[src/rtl/lca_add_arbiter.sv]
// Round-robin arbiter sharing one 64-bit lookahead-carry adder among NREQ requesters.
// Two registered stages (issue, result buffer) with a valid/ready result handshake.
module lca_add_arbiter #(
    parameter int unsigned NREQ = 4,
    parameter int unsigned IDW  = $clog2(NREQ)
) (
    input  logic               clk,
    input  logic               rst,
    input  logic [NREQ-1:0]    req_valid,
    output logic [NREQ-1:0]    req_ready,
    input  logic [NREQ*64-1:0] req_a,
    input  logic [NREQ*64-1:0] req_b,
    input  logic [NREQ-1:0]    req_sub,
    output logic               rsp_valid,
    input  logic               rsp_ready,
    output logic [IDW-1:0]     rsp_id,
    output logic [63:0]        rsp_sum,
    output logic               rsp_cout,
    output logic               rsp_ovf,
    output logic               busy
);
    localparam int unsigned DW = 64;

    // Encoding is {iss_valid, rsp_valid}.
    typedef enum logic [1:0] {
        EMPTY  = 2'b00,
        DONE   = 2'b01,
        ISSUED = 2'b10,
        FULL   = 2'b11
    } state_t;

    function automatic logic grp_g(input logic [3:0] g, input logic [3:0] p);
        return g[3] | (p[3] & g[2]) | (p[3] & p[2] & g[1]) | (p[3] & p[2] & p[1] & g[0]);
    endfunction

    // Three-level lookahead: 4-bit blocks, 16-bit super-blocks, 64-bit top g/p.
    function automatic logic [DW:0] cla64(input logic [DW-1:0] a, input logic [DW-1:0] b,
                                          input logic cin);
        logic [DW-1:0] g, p, c;
        logic [15:0]   bg, bp, bc;
        logic [3:0]    sg, sp, sc;
        logic          gt, pt;
        g = a & b;
        p = a ^ b;
        for (int k = 0; k < 16; k++) begin
            bg[k] = grp_g(g[4*k +: 4], p[4*k +: 4]);
            bp[k] = &p[4*k +: 4];
        end
        for (int j = 0; j < 4; j++) begin
            sg[j] = grp_g(bg[4*j +: 4], bp[4*j +: 4]);
            sp[j] = &bp[4*j +: 4];
        end
        gt = grp_g(sg, sp);
        pt = &sp;
        sc[0] = cin;
        for (int j = 1; j < 4; j++) begin
            sc[j] = sg[j-1] | (sp[j-1] & sc[j-1]);
        end
        for (int j = 0; j < 4; j++) begin
            bc[4*j] = sc[j];
            for (int i = 1; i < 4; i++) begin
                bc[4*j+i] = bg[4*j+i-1] | (bp[4*j+i-1] & bc[4*j+i-1]);
            end
        end
        for (int k = 0; k < 16; k++) begin
            c[4*k] = bc[k];
            for (int i = 1; i < 4; i++) begin
                c[4*k+i] = g[4*k+i-1] | (p[4*k+i-1] & c[4*k+i-1]);
            end
        end
        return {gt | (pt & cin), p ^ c};
    endfunction

    // First valid requester scanning upward from ptr, wrapping modulo NREQ.
    function automatic logic [IDW:0] rr_pick(input logic [NREQ-1:0] v, input logic [IDW-1:0] ptr);
        logic           found;
        logic [IDW-1:0] pick;
        logic [31:0]    idx;
        found = 1'b0;
        pick  = '0;
        for (int unsigned off = 0; off < NREQ; off++) begin
            idx = (32'(ptr) + off) % NREQ;
            if (!found && v[IDW'(idx)]) begin
                found = 1'b1;
                pick  = IDW'(idx);
            end
        end
        return {found, pick};
    endfunction

    state_t         state_q, state_d;
    logic [IDW-1:0] rr_ptr, win;
    logic           found, grant, s1_free, s2_free;
    logic           iss_valid, iss_cin;
    logic [IDW-1:0] iss_id;
    logic [DW-1:0]  iss_a, iss_bx, sel_a, sel_b;
    logic           sel_sub;
    logic [DW:0]    add_res;
    logic           add_ovf;

    assign iss_valid = state_q[1];
    assign rsp_valid = state_q[0];

    // Grant and occupancy next-state.
    always_comb begin
        state_d   = state_q;
        req_ready = '0;
        s2_free   = !rsp_valid || rsp_ready;
        s1_free   = !iss_valid || s2_free;
        {found, win} = rr_pick(req_valid, rr_ptr);
        grant     = s1_free && found && !rst;
        if (grant) req_ready[win] = 1'b1;
        case (state_q)
            EMPTY:   if (grant) state_d = ISSUED;
            ISSUED:  state_d = grant ? FULL : DONE;
            DONE:    if (rsp_ready) state_d = grant ? ISSUED : EMPTY;
                     else           state_d = grant ? FULL : DONE;
            FULL:    if (rsp_ready) state_d = grant ? FULL : DONE;
            default: state_d = EMPTY;
        endcase
    end

    always_comb begin
        sel_a   = '0;
        sel_b   = '0;
        sel_sub = 1'b0;
        for (int unsigned i = 0; i < NREQ; i++) begin
            if (win == IDW'(i)) begin
                sel_a   = req_a[64*i +: 64];
                sel_b   = req_b[64*i +: 64];
                sel_sub = req_sub[i];
            end
        end
    end

    always_comb begin
        add_res = cla64(iss_a, iss_bx, iss_cin);
        add_ovf = (iss_a[DW-1] == iss_bx[DW-1]) && (add_res[DW-1] != iss_a[DW-1]);
    end

    always_ff @(posedge clk) begin
        if (rst) begin
            state_q  <= EMPTY;
            rr_ptr   <= '0;
            busy     <= 1'b0;
            iss_id   <= '0;
            iss_a    <= '0;
            iss_bx   <= '0;
            iss_cin  <= 1'b0;
            rsp_id   <= '0;
            rsp_sum  <= '0;
            rsp_cout <= 1'b0;
            rsp_ovf  <= 1'b0;
        end else begin
            state_q <= state_d;
            busy    <= (state_d != EMPTY);
            if (grant) begin
                rr_ptr  <= (win == IDW'(NREQ-1)) ? '0 : win + 1'b1;
                iss_id  <= win;
                iss_a   <= sel_a;
                iss_bx  <= sel_sub ? ~sel_b : sel_b;
                iss_cin <= sel_sub;
            end
            if (iss_valid && s2_free) begin
                rsp_id   <= iss_id;
                rsp_sum  <= add_res[DW-1:0];
                rsp_cout <= add_res[DW];
                rsp_ovf  <= add_ovf;
            end
        end
    end
endmodule
[config.mk]
export PLATFORM = sky130hd
export DESIGN_NAME = lca_add_arbiter
export DESIGN_NICKNAME = d
export VERILOG_FILES = /design/src/rtl/lca_add_arbiter.sv
export SDC_FILE = /design/constraint.sdc
export NUM_CORES = 1
export LEC_CHECK = 0
export ABC_AREA = 1
export CORE_AREA = 2 2 235 237
export DETAILED_ROUTE_END_ITERATION = 12
export DIE_AREA = 0 0 237 239
export GPL_TIMING_DRIVEN = 0
export PLACE_DENSITY_LB_ADDON = 0.25
export SETUP_SLACK_MARGIN = 0.15
export SYNTH_ARGS = -nofsm -noshare
export SYNTH_HDL_FRONTEND = slang
export SYNTH_SLANG_ARGS = --single-unit
[constraint.sdc]
create_clock -name clk -period 3.5 [get_ports clk]
set_clock_uncertainty 0.2 [all_clocks]
set_input_delay 0.7 -clock clk [delete_from_list [all_inputs] [get_ports clk]]
set_output_delay 0.7 -clock clk [all_outputs]
set_load 0.02 [all_outputs]
[After elaboration in Yosys (flattened, before gate mapping)]
Cells that the tools add are included.
Word-level totals
  register bits after elaboration: 204
  input port bits: 523
  logic and storage cells: 408
Cells by class
  add/subtract/negate cells: 4
  magnitude comparators: 6
  equality and inequality tests: 8
  muxes and demuxes: 39
  bitwise logic cells: 300
  reduce and logical (&&, ||, !) cells: 40
Operator list (count)
  $mux 64: 9
  $and 1x1->1: 169
  $xor 64x64->64: 2
  $or 1x1->1: 127
  $and 64x64->64: 1
  $not 64->64: 1
  $reduce_and 16->1: 4
  $reduce_and 4->1: 16
  $reduce_and 64->1: 1
  $mux 2: 10
  $lt 2x3->1 const B: 5
  $mux 1: 13
  $bmux 1 s2: 4
  $eq 2x2->1 const B: 4
  $logic_and 1x1->1: 8
  $pmux 2 s4: 1
  $logic_not 1->1: 6
  $add 2x1->2 const B: 2
  $add 2x2->2 const B: 2
  $eq 2x1->1 const B: 2
  $logic_not 2->1: 2
  $mux 4: 1
  $demux 1 s2: 1
  $ge 2x1->1 const B: 1
  4 further kinds: 5

[Longest topological paths before layout]
  depth after elaboration: 29
  mapped depth: 24

[Least setup slack after synthesis]
Ideal clock, no wire load.
  path kind: input -> output
  from: in req_valid[2]
  to: out req_ready[2]
  arrival: 2.994 ns
  required time: 2.600 ns
  path slack: -0.394 ns
  cell stages on the path: 14
  path buffers: 3
  cell sequence: inv_1 -> o21ai_0 -> nand2_1 -> nand3_1 -> nand2_1 -> xnor2_1 -> nor2_1 -> inv_1 -> ha_1 -> inv_1 -> clkbuf_1 -> buf_1 -> buf_1 -> nor2_1
Between the ends
  word-level cells in the longest chain between the ends: 17
  elaborated cells between the ends (all ways): 30
  classes of those cells: order compare (2); mux (19); reduce/logical (9)
Ends and longest elaborated chain
  start: declaration: RTL line 9  | input logic [NREQ-1:0] req_valid,
  $bmux 1 s2: RTL line 83  | if (!found && v[IDW'(idx)]) begin
  $mux 1 (implied by the code): RTL line 83
  $mux 1: RTL line 83
  $logic_not 1->1: RTL line 83
  $logic_and 1x1->1: RTL line 83
  $mux 1: RTL line 83
  $logic_not 1->1: RTL line 83
  $logic_and 1x1->1: RTL line 83
  [2 not listed]
  $logic_and 1x1->1: RTL line 83
  $mux 2 *: RTL line 83
  via win[0]: RTL line 92  | logic [IDW-1:0] rr_ptr, win;
  $lt 2x3->1 (implied by the code) / $ge 2x1->1 (equally long branches): RTL line 112  | if (grant) req_ready[win] = 1'b1;
  $logic_and 1x1->1 (implied by the code): RTL line 112
  $mux 1 (implied by the code): RTL line 112
  $demux 1 s2 *: RTL line 112
  $mux 4 *: RTL line 112
  end: declaration: RTL line 10  | output logic [NREQ-1:0] req_ready,
The timed path passes the listed nets; every way through them passes the cells marked *. The select of a mux whose other input is x is not followed.

[Final worst setup path]
  from: reg rr_ptr[0]
  to: out req_ready[2]
Between the ends
  word-level cells in the longest chain between the ends: 17
  elaborated cells between the ends (all ways): 33
  classes of those cells: add/sub (3); order compare (2); mux (19); reduce/logical (9)
Ends and longest elaborated chain
  start: declaration: RTL line 92
  start signal: assignment: RTL line 158  | rr_ptr <= (win == IDW'(NREQ-1)) ? '0 : win + 1'b1;
  parallel branches: the longest is 11 deep, another holds $add 2x1->2
  $mux 2 *: RTL line 83
  via win[1]: RTL line 92
  $lt 2x3->1 (implied by the code) / $ge 2x1->1 (equally long branches): RTL line 112
  $logic_and 1x1->1 (implied by the code): RTL line 112
  $mux 1 (implied by the code): RTL line 112
  $demux 1 s2 *: RTL line 112
  $mux 4 *: RTL line 112
Mark *: on every way through the listed nets, which the timed path passes. The select of a mux whose other input is x is not followed.

==> impl_metrics.yaml <==
outcome:
  outcome: "complete, but fails checks"
  violations: "setup timing"
synthesis:
  synth.yosys.seq_area_share: 0.296
  post_synth_main_area_contributors: "dfxtp_1, nand2_1, a21oi_1, fa_1, nor2_1"
  ys_ff_latch: 204
  syn_inst: 1916
  synth_area_sq_um: 13800
  synth_top_area_frac: 0.296
  ys_warn_count: 0
  yosys.cell_types.count: 42
  syn_area_per_cell_sq_um: 7.19
  syn-num-nets: 2555
  yosys.area.top_type: "dfxtp_1"
global_route:
  grt_max_degree: 13
  grt_pass1_wl_mm: 112
  globalRouteTotalUtil: 0.266
  first_global_vias: 17267
  antenna_found_initial: 7
  overflow: 0
final_layout:
  areaGrowthSynthToFinish_pct: 87.8
  nFillCells: 5225
  multi_input_area_sq_um: 10900
  final-seq-area_sq_um: 4120
  final_net_count: 3305
  layout-drive-gt1-share: 0.242
floorplan:
  core_sq_um: 54300
  initial_core_util: 0.254
  die_w_um: 237
  die_y_um: 239
  ios: 597
  num_rows: 86
  dieArea_sq_um: 56600
detailed_routing:
  postRouteAntennaNets: 0
  wl_mm: 79.2
  drtPass1Iterations: 8
  viasPerCell: 4.97
  dr_total_vias: 16858
  route.detailed.drc: 0
  post_drt_wl_per_cell_um: 23.4
  drtIter0Drc: 905
clock_tree:
  clock_sinks: 204
  clkLatencyLatePin_ns: 0.55
  htreeDepth: 1
  cts_tree: "done"
  cts_buffers: 25
  cts_buffer_depth: 3
  clk_pin_slew_ns: 0.06
  hold_buffers: 0
  cts_root_buf: "clkbuf_16"
setup_path:
  worstSetupPathType: "flop to output pin"
  critPathLaunchType: "flop"
  cp_data_required_time_ns: 2.60
  arrival_ns: 2.96
  crit_path_max_fanout: 5
  cp-end-kind: "output pin"
timing:
  finalCriticalPeriod_ns: 3.86
  setup_viol: 145
  slew_violations: 0
  tightest_slew_ns: 0.909
  max_slew_margin: 0.394
  rsz0062_at_grt: "yes"
  finalCritPeriodShare: 1.10
  hold_violations: 0
  max_clock_freq_ghz: 0.259
  whs_ns: 0.266
  fin_ws_ns: -0.357
job:
  maxCapViolCount: 0
hold_path:
  hold_class: "flop to flop"
placement:
  portBuffers: 595
  finalWeightedCongestion: 0.944
  hpwl_mm: 62.9
cell usage after synthesis (all sizes together):
library cell / instances
and2: 1
a221oi: 37
nand2: 359
o211a: 1
nor2: 252
o211ai: 1
o2111ai: 1
a41oi: 1
ha: 68
nor3: 3
a31oi: 66
nand4: 8
xnor2: 59
nand3: 38
nor4: 1
dfxtp: 204
a22o: 1
o21ai: 180
clkbuf: 92
o221ai: 1
o21a: 2
nand3b: 1
a21oi: 231
fa: 48
and3: 2
o22ai: 1
a22oi: 91
xor2: 23
a21o: 4
buf: 59
inv: 80
sequential cells by signal (all words and copies together), names as in the netlist, 2 cells and up:
name     cells
rr_ptr       2
rsp_id       2
iss_a       64
iss_bx      64
iss_id       2
rsp_sum     64
state_q      2
worst max-delay path: stages (launching register included):
cell,delay [ns]
dfxtp_4,0.39
buf_8,0.14
o21ai_2,0.15
nand2_2,0.08
o21ai_2,0.08
buf_6,0.14
nand3_4,0.08
o221ai_2,0.20
nand2_2,0.11
inv_2,0.10
buf_6,0.11
ha_4,0.18
inv_4,0.05
clkbuf_16,0.15
buf_8,0.12
buf_8,0.12
nor2_4,0.07
buf_6,0.12
metrics by stage:
| step | cells | utilization | setup WS, ns | cell area [sq um] | TNS [ns] |
|---|---|---|---|---|---|
| finish | 3392 | 0.476 | -0.357 | 25900 | -29.84 |
| global route | 3392 | 0.476 | -0.522 | 25900 | -48.69 |
| CTS | 3341 | 0.449 | -0.409 | 24400 | -15.28 |
| detailed placement | 3215 | 0.382 | -2.25 | 20700 | -201.09 |
| global placement | 3215 | 0.382 | -2.17 | 20700 | -188.94 |
| floorplan | 1916 | - | 0.0718 | 13900 | 0 |
repair_timing:
item	CTS	global route
pin swaps	121	189
setup endpoints to repair	160	160
cloned	10	5
hold endpoints to repair	0	0
buffers inserted	73	41
gates resized for setup	526	224
placed cells by master (no fill, tap or decap), types with 46 or more instances in the layout:
cell,instances
a31oi_1,66
inv_1,65
a21oi_2,53
a22oi_1,48
ha_1,56
a21oi_1,172
clkdlybuf4s50_1,587
xnor2_2,46
buf_4,73
nand2_1,332
o21ai_0,117
nor2_1,224
dfxtp_1,186
cells by family (layout without fill, tap and decap cells):
group                    after synthesis  after routing  synth area share
AO/OA/AOI/OAI                        618            618             0.260
XOR/XNOR                              82             82            0.0527
adder cells (fa/ha/maj)              116            116             0.131
buffers and inverters                231            998            0.0704
flip-flops                           204            204             0.296
other                                  0              5                 0
AND/OR/NAND/NOR                      665            665             0.189
area by class of cell:
| class | count | share of cell area |
|---|---|---|
| repair buffers | 724 | 0.290 |
| flip-flops and latches | 204 | 0.159 |
| well taps | 704 | 0.0340 |
| clock inverters | 8 | 0.00459 |
| multi-input cells | 1481 | 0.420 |
| plain buffers | 150 | 0.0507 |
| diodes | 5 | 0.000484 |
| clock buffers | 36 | 0.0289 |
| inverters | 80 | 0.0125 |
final timing paths:
| path | start | endpoint | slack, ns | depth (start not counted) |
|---|---|---|---|---|
| worst max-delay path | rr_ptr[0]$_SDFFE_PP0P_ | req_ready[2] | -0.36 | 17 |
| worst min-delay path | rsp_ovf$_SDFFE_PP0P_ | rsp_ovf$_SDFFE_PP0P_ | 0.27 | 2 |
| worst max register to register | iss_bx[12]$_SDFFE_PP0P_ | rsp_ovf$_SDFFE_PP0P_ | -0.36 | 22 |
| worst min register to register | rsp_ovf$_SDFFE_PP0P_ | rsp_ovf$_SDFFE_PP0P_ | 0.27 | 2 |
metal layers:
metal | vias up | part of all wire | GRT usage
met5 | - | 0.00034 | 0
met4 | 4 | 0.036 | 0.0725
met3 | 131 | 0.065 | 0.0423
met2 | 618 | 0.49 | 0.479
met1 | 8016 | 0.41 | 0.327
li1 | 8089 | - | -
Power is left out: the tool's default activity adds up to more than one toggle a clock period on the data nets, which glitch-free logic cannot reach.
==> variant 1, RTL diff (same flow settings) <==
Set the parameter `NREQ` to 2 (it was 4).
--- a/src/rtl/lca_add_arbiter.sv
+++ b/src/rtl/lca_add_arbiter.sv
@@ -1,7 +1,7 @@
 // Round-robin arbiter sharing one 64-bit lookahead-carry adder among NREQ requesters.
 // Two registered stages (issue, result buffer) with a valid/ready result handshake.
 module lca_add_arbiter #(
-    parameter int unsigned NREQ = 4,
+    parameter int unsigned NREQ = 2,
     parameter int unsigned IDW  = $clog2(NREQ)
 ) (
     input  logic               clk,
Interface: changed (6 resized); port bits go from 597 to 334. The function was not compared with the original's and may differ.
==> variant 1 against the unedited design <==
  * The run still ends with negative setup slack left
  * Cell count is 24% lower
  * First-iteration DRC count is 55% lower
  * Die area stayed put
  * Final area is 33% lower
  * Synthesized area is 16% lower
  * Sequential cell count is 3 lower
  * Setup slack better by 220 ps
  * Routed wire length is 41% lower
Power is left out: it rests on default switching activity, and per cell area and clock period it moved more than threefold.
==> variant 1: results (changes against the unedited design) <==
** Global routing
- Vias in the first global route :: 11200 (-35%)
- The global-route usage over all layers is 16.2% (-10 points).
- The first-pass GRT wire length came to 68600 microns (-39%).
- The pin count of the biggest net entering global routing came to 13 (unchanged).
- Number of antenna violations at the first check in global routing :: 2 (-5)

** CTS
- Clock latency on the worst-skew pair :: 550 ps (about the same)
- The largest buffer count on any clock path was 3 (unchanged).
- TritonCTS Buffers :: 25 (unchanged)
- Root buffer cell :: sky130_fd_sc_hd__clkbuf_16
- The number of levels in the clock H-tree came to 1 (unchanged).
- The buffer count from post-CTS setup fixing came to 13 (-82%).
- The post-CTS resize count is 65 (-88%).
- The clock transition at the registers of the reported paths is 60 ps (about the same).

** Detailed routing
- The number of detailed-routing iterations run before antenna repair was 5 (-3).
- Number of design-rule violations left by the first detailed-router iteration :: 410 (-55%)
- The via count was 10900 (-35%).
- Routed wirelength normalized by instance count :: 18.2 microns (-22%)

** Placed design
- Post-detail-place hpwl :: 35600 microns (-44%)
- The final estimated routing congestion in global placement is 0.808 (-14%).
- PortBufs :: 332 (-44%)
- Placement Cell Area :: 0.0159 sq mm (-24%)

** Logic synthesis
- Counting instances in the post-synthesis netlist gives the leading cell types as sky130_fd_sc_hd__nand2_1, sky130_fd_sc_hd__dfxtp_1, sky130_fd_sc_hd__inv_1.
- The count of different cell masters after synthesis came to 41 (-2.4%).
- FFs w/ async S/R, synth :: 0% (unchanged)
- After synthesis, the cell types taking the most area are sky130_fd_sc_hd__dfxtp_1, sky130_fd_sc_hd__nand2_1, sky130_fd_sc_hd__fa_1.
- The portion of the post-synthesis area used by sequential elements was 34.7% (+5.1 points).
- The count of warnings emitted by yosys is 0 (unchanged).
- For this run, the leading register cell type out of synthesis is sky130_fd_sc_hd__dfxtp_1.
- The post-synthesis net count came to 1836 (-28%).

** Hold path
- In this run the worst hold path is classified as flop to flop.

** Finish
- The largest registers in the layout are iss_a (64), iss_bx (64), rsp_sum (64).
- Final nets :: 2219 (-33%)
- The number of filler cells placed in the layout was 5737 (+9.8%).
- The fraction of layout instances using a drive strength above 1 was 12.8% (-11 points).

** Timing
- The setup slack after layout came to -139 ps (+218 ps).
- The worst-case headroom to the max-slew limit is 36.6% (-2.8 points).
- The setup violation total in the final timing report was 10 (-93%).
- The final-layout setup total negative slack was -661 ps (+29180 ps).

** Worst setup path
- The largest driver fanout on the critical path came to 3 (-2).
- Data arrival time of the critical path :: 3930 ps (+970 ps)

** Status
- Violations in the final reports :: negative setup slack
- Result of the run :: finished with violations
[variant 1: cell count changes after synthesis, moves of 52 or more]
cell                      before  now
sky130_fd_sc_hd__a21oi_1     231   43
sky130_fd_sc_hd__nor2_1      250  106
sky130_fd_sc_hd__a22oi_1      91    0
sky130_fd_sc_hd__o21ai_0     178   94
sky130_fd_sc_hd__mux2i_1       0   64
sky130_fd_sc_hd__xnor2_1      59    7
[variant 1: cells by family (layout without fill, tap and decap cells)]
group	after synthesis	count (layout)	share of synthesized area, %
AO/OA/AOI/OAI	266	266	12.7
buffers and inverters	217	614	8.02
XOR/XNOR	80	80	6.04
AND/OR/NAND/NOR	521	521	17.9
multiplexers	64	64	5.52
flip-flops	201	201	34.7
adder cells (fa/ha/maj)	112	112	15.2
other	0	1	0
[variant 1: critical path: stages, from the launching register on]
cell and delay (ps):
sky130_fd_sc_hd__dfxtp_1 330, sky130_fd_sc_hd__ha_1 290, sky130_fd_sc_hd__nand2_1 70, sky130_fd_sc_hd__inv_1 60, sky130_fd_sc_hd__nand3_1 80, sky130_fd_sc_hd__nand3_2 100
sky130_fd_sc_hd__a21oi_2 180, sky130_fd_sc_hd__nand2_4 90, sky130_fd_sc_hd__buf_4 140, sky130_fd_sc_hd__buf_6 110, sky130_fd_sc_hd__a21o_1 180, sky130_fd_sc_hd__a21o_1 200
sky130_fd_sc_hd__a21o_1 210, sky130_fd_sc_hd__fa_2 380, sky130_fd_sc_hd__fa_2 360, sky130_fd_sc_hd__inv_2 70, sky130_fd_sc_hd__fa_1 390, sky130_fd_sc_hd__a21oi_2 140
[variant 1: final timing paths]
kind | start | to | depth (start not counted)
worst min-delay path | rsp_sum[57] | rsp_sum[57] | 2
worst max-delay path | iss_a[10] | rsp_sum[30] | 17
worst min register to register | rsp_sum[57] | rsp_sum[57] | 2
worst max register to register | iss_a[10] | rsp_sum[30] | 17
[variant 1: through the flow]
step                      setup slack (ps)  utilization, %  hold slack, ps  std cells
final                                 -139            32.1             274       2563
after detailed placement             -1150            29.2             254       2497
after CTS                             -190            31.3             260       2551
after global routing                  -331            32.1             299       2562
after floorplan                        114               -             268       1461
after global placement               -1120            29.2             255       2497
[variant 1: layout make-up]
| cell class | count | area share [%] |
|---|---|---|
| plain buffers | 85 | 2.68 |
| clock buffers | 33 | 4.10 |
| clock inverters | 8 | 0.839 |
| flip-flops and latches | 201 | 23.3 |
| well taps | 704 | 5.05 |
| inverters | 132 | 2.84 |
| repair buffers | 356 | 20.1 |
| diodes | 1 | 0.0143 |
| multi-input cells | 1043 | 41.1 |
[variant 1: routing by layer]
layer | wire [microns] | global-route usage, % | vias up
met2 | 21900 | 27.8 | 254
met5 | 12 | 0 | -
met4 | 968 | 4.09 | 2
met3 | 2420 | 3.15 | 51
li1 | - | - | 5504
met1 | 21300 | 20.7 | 5112
==> variant 2, RTL diff (same flow settings) <==
Made on the original files. Make the reset (`rst`) asynchronous in one clocked block.
--- a/src/rtl/lca_add_arbiter.sv
+++ b/src/rtl/lca_add_arbiter.sv
@@ -138,7 +138,7 @@
         add_ovf = (iss_a[DW-1] == iss_bx[DW-1]) && (add_res[DW-1] != iss_a[DW-1]);
     end
 
-    always_ff @(posedge clk) begin
+    always_ff @(posedge clk or posedge rst) begin
         if (rst) begin
             state_q  <= EMPTY;
             rr_ptr   <= '0;
Behaviour: differs if rst is asserted again (counterexample within 4 cycles, from zero or initial values and one cycle with rst high); with rst held inactive, the same outputs for 4 cycles.
==> variant 2 against the unedited design <==
  * The flow still finishes with violations (negative setup slack)
  * Sequential cell count is the same
  * Synthesized area rose by 4.0%
  * Via count decreased by 3.0%
  * Routed wire length is 2.0% higher
  * Final area rose by 7.4%
  * Setup slack got worse by 240 ps
  * Critical endpoint unchanged
Power is left out: the tool's default activity adds up to more than one toggle a clock period on the data nets, which glitch-free logic cannot reach.
==> variant 2: results (changes against the unedited design) <==
** Status
- Result of the run :: finished with violations
- Violations in the final reports :: negative setup slack

** Detailed routing
- The final routed wire length divided by cell count came to 25.3 microns (+8.4%).
- Count of TritonRoute iterations in the first routing pass :: 5 (-3)
- Number of design-rule violations left by the first detailed-router iteration :: 858 (-5.2%)
- Total via count in the routed design :: 16400 (-3.0%)

** Worst setup path
- The setup path with the least slack is of type flop to output pin.
- In this run the critical register-to-register path is captured at iss_bx[62].
- The depth of the most critical reg-to-reg path is 28 (+27%).
- In this run the critical register-to-register path is launched from rr_ptr[0].
- Data arrival time of the critical path :: 3200 ps (+240 ps)
- The peak per-stage delay on the critical path was 440 ps (+50 ps).
- Critical-path cell with the highest stage delay :: sky130_fd_sc_hd__dfrtp_2
- Maximum fanout along the worst path :: 5 (unchanged)
- The worst-case register-to-register setup slack is -480 ps (-120 ps).
- Dominant delay contributor by cell family on the critical path :: buffers and inverters

** Hold path
- Type of the most critical hold path :: primary input to asynchronous set/reset pin

** Timing
- Fin Setup TNS :: -21870 ps (+7970 ps)
- Setup slack of the critical path after layout :: -599 ps (-242 ps)
- Count of endpoints failing setup in the final report :: 144 (-0.69%)
- The worst-case headroom to the max-slew limit was 25.6% (-14 points).

** Finish
- Share of layout cells above drive strength 1 :: 30.7% (+6.5 points)
- Final nets :: 3101 (-6.2%)
- The final non-filler cell total is 3190 (-6.0%).

** Placed design
- The cell count after placement is 2987 (-7.1%).
- Placer congestion estimate :: 0.913 (-3.3%)
- Post-detail-place hpwl :: 58400 microns (-7.1%)
- The number of port buffers was 596 (+0.17%).
- The cell area after placement came to 0.0217 sq mm (+4.6%).

** Logic synthesis
- Cells taking the most area after synthesis :: sky130_fd_sc_hd__dfrtp_1, sky130_fd_sc_hd__nand2_1, sky130_fd_sc_hd__fa_1
- Synthesized instance count :: 1681 (-12%)
- By count the netlist is led by sky130_fd_sc_hd__nand2_1, sky130_fd_sc_hd__dfrtp_1, sky130_fd_sc_hd__o21ai_0.
- The post-synthesis net count was 2320 (-9.2%).
- The fraction of synthesis flops using an asynchronous set or reset pin came to 100% (+100 points).
- The portion of the post-synthesis area used by sequential elements was 35.6% (+6.0 points).
- The count of different cell masters after synthesis came to 46 (+9.5%).
- The count of warnings emitted by yosys was 0 (unchanged).

** CTS
- The TritonCTS buffer count is 26 (+4.0%).
- The number of levels in the clock H-tree is 1 (unchanged).
- Clock latency on the worst-skew pair :: 560 ps

** Global routing
- Number of antenna violations at the first check in global routing :: 6 (-1)
- The total congestion overflow is 0 (unchanged).
- The pin count of the biggest net entering global routing was 38 (+25).
- First-pass GRT wire length :: 110000 microns (-1.7%)
- Combined global-route utilization of all metal layers :: 26.6% (about the same)
variant 2: worst min path at each step:
| stage | from | to | cells after the start |
|---|---|---|---|
| after floorplan | iss_id[0] | rsp_id[0] | 2 |
| after global placement | rsp_sum[12] | rsp_sum[12] | 2 |
| after detailed placement | rsp_id[0] | rsp_id[0] | 2 |
| after CTS | rst | rsp_sum[11] | 3 |
| after global routing | rst | rsp_sum[6] | 3 |
| final | rst | rsp_sum[11] | 3 |
variant 2: cell type report:
type / count / area, sq um
Clock buffer: 41 / 808
Multi-Input combinational cell: 1267 / 11200
Timing Repair Buffer: 753 / 7900
Inverter: 81 / 327
Clock inverter: 5 / 62.6
Tap cell: 704 / 881
Sequential cell: 204 / 5110
Timing Repair inverter: 1 / 5.00
Fill cell: 4926 / 26600
Buffer: 128 / 1480
Antenna cell: 6 / 15.0
variant 2: worst register-to-register path: cells and delay by family, from the launching register on:
| kind | cells | cell delay [ps] |
|---|---|---|
| and+or+nand+nor | 5 | 500 |
| buffers and inverters | 15 | 1740 |
| xor gates and xnor gates | 1 | 180 |
| AOI/OAI and AO/OA | 6 | 650 |
| adders and majority gates | 1 | 130 |
| DFF | 1 | 440 |
variant 2: per-stage QoR:
step / setup slack, ps / util, % / hold slack (ps)
2_1_floorplan: -1860 / - / 242
3_3_place_gp: -5480 / 39.7 / 263
3_5_place_dp: -3210 / 39.9 / 266
4_1_cts: -619 / 45.5 / 225
5_1_grt: -695 / 51.1 / 241
6_report: -599 / 51.1 / 222
variant 2: cells by family after synthesis:
| family | count (synthesis) | share of synthesized area, % |
|---|---|---|
| simple gates | 522 | 14.3 |
| flops | 204 | 35.6 |
| xor+xnor | 82 | 5.06 |
| buf+inv | 210 | 6.24 |
| compound gates | 547 | 26.1 |
| fa+ha+maj | 116 | 12.6 |
variant 2: repair_timing:
item | 4_1_cts | 5_1_grt
gates cloned | 11 | 7
gates resized for setup | 404 | 575
buffers inserted | 68 | 66
endpoints found under the hold margin | 0 | 0
setup endpoints to repair | 163 | 164
pin swaps | 42 | 134
variant 2: layer usage:
layer | vias up | share of wire, % | wire, microns | GRT usage, %
met2 | 648 | 50 | 40500 | 47.2
met1 | 8095 | 41 | 33100 | 32.9
met4 | 0 | 3.5 | 2810 | 8.90
met3 | 140 | 5.5 | 4410 | 4.05
li1 | 7468 | - | - | -
met5 | - | 0 | 0 | 0
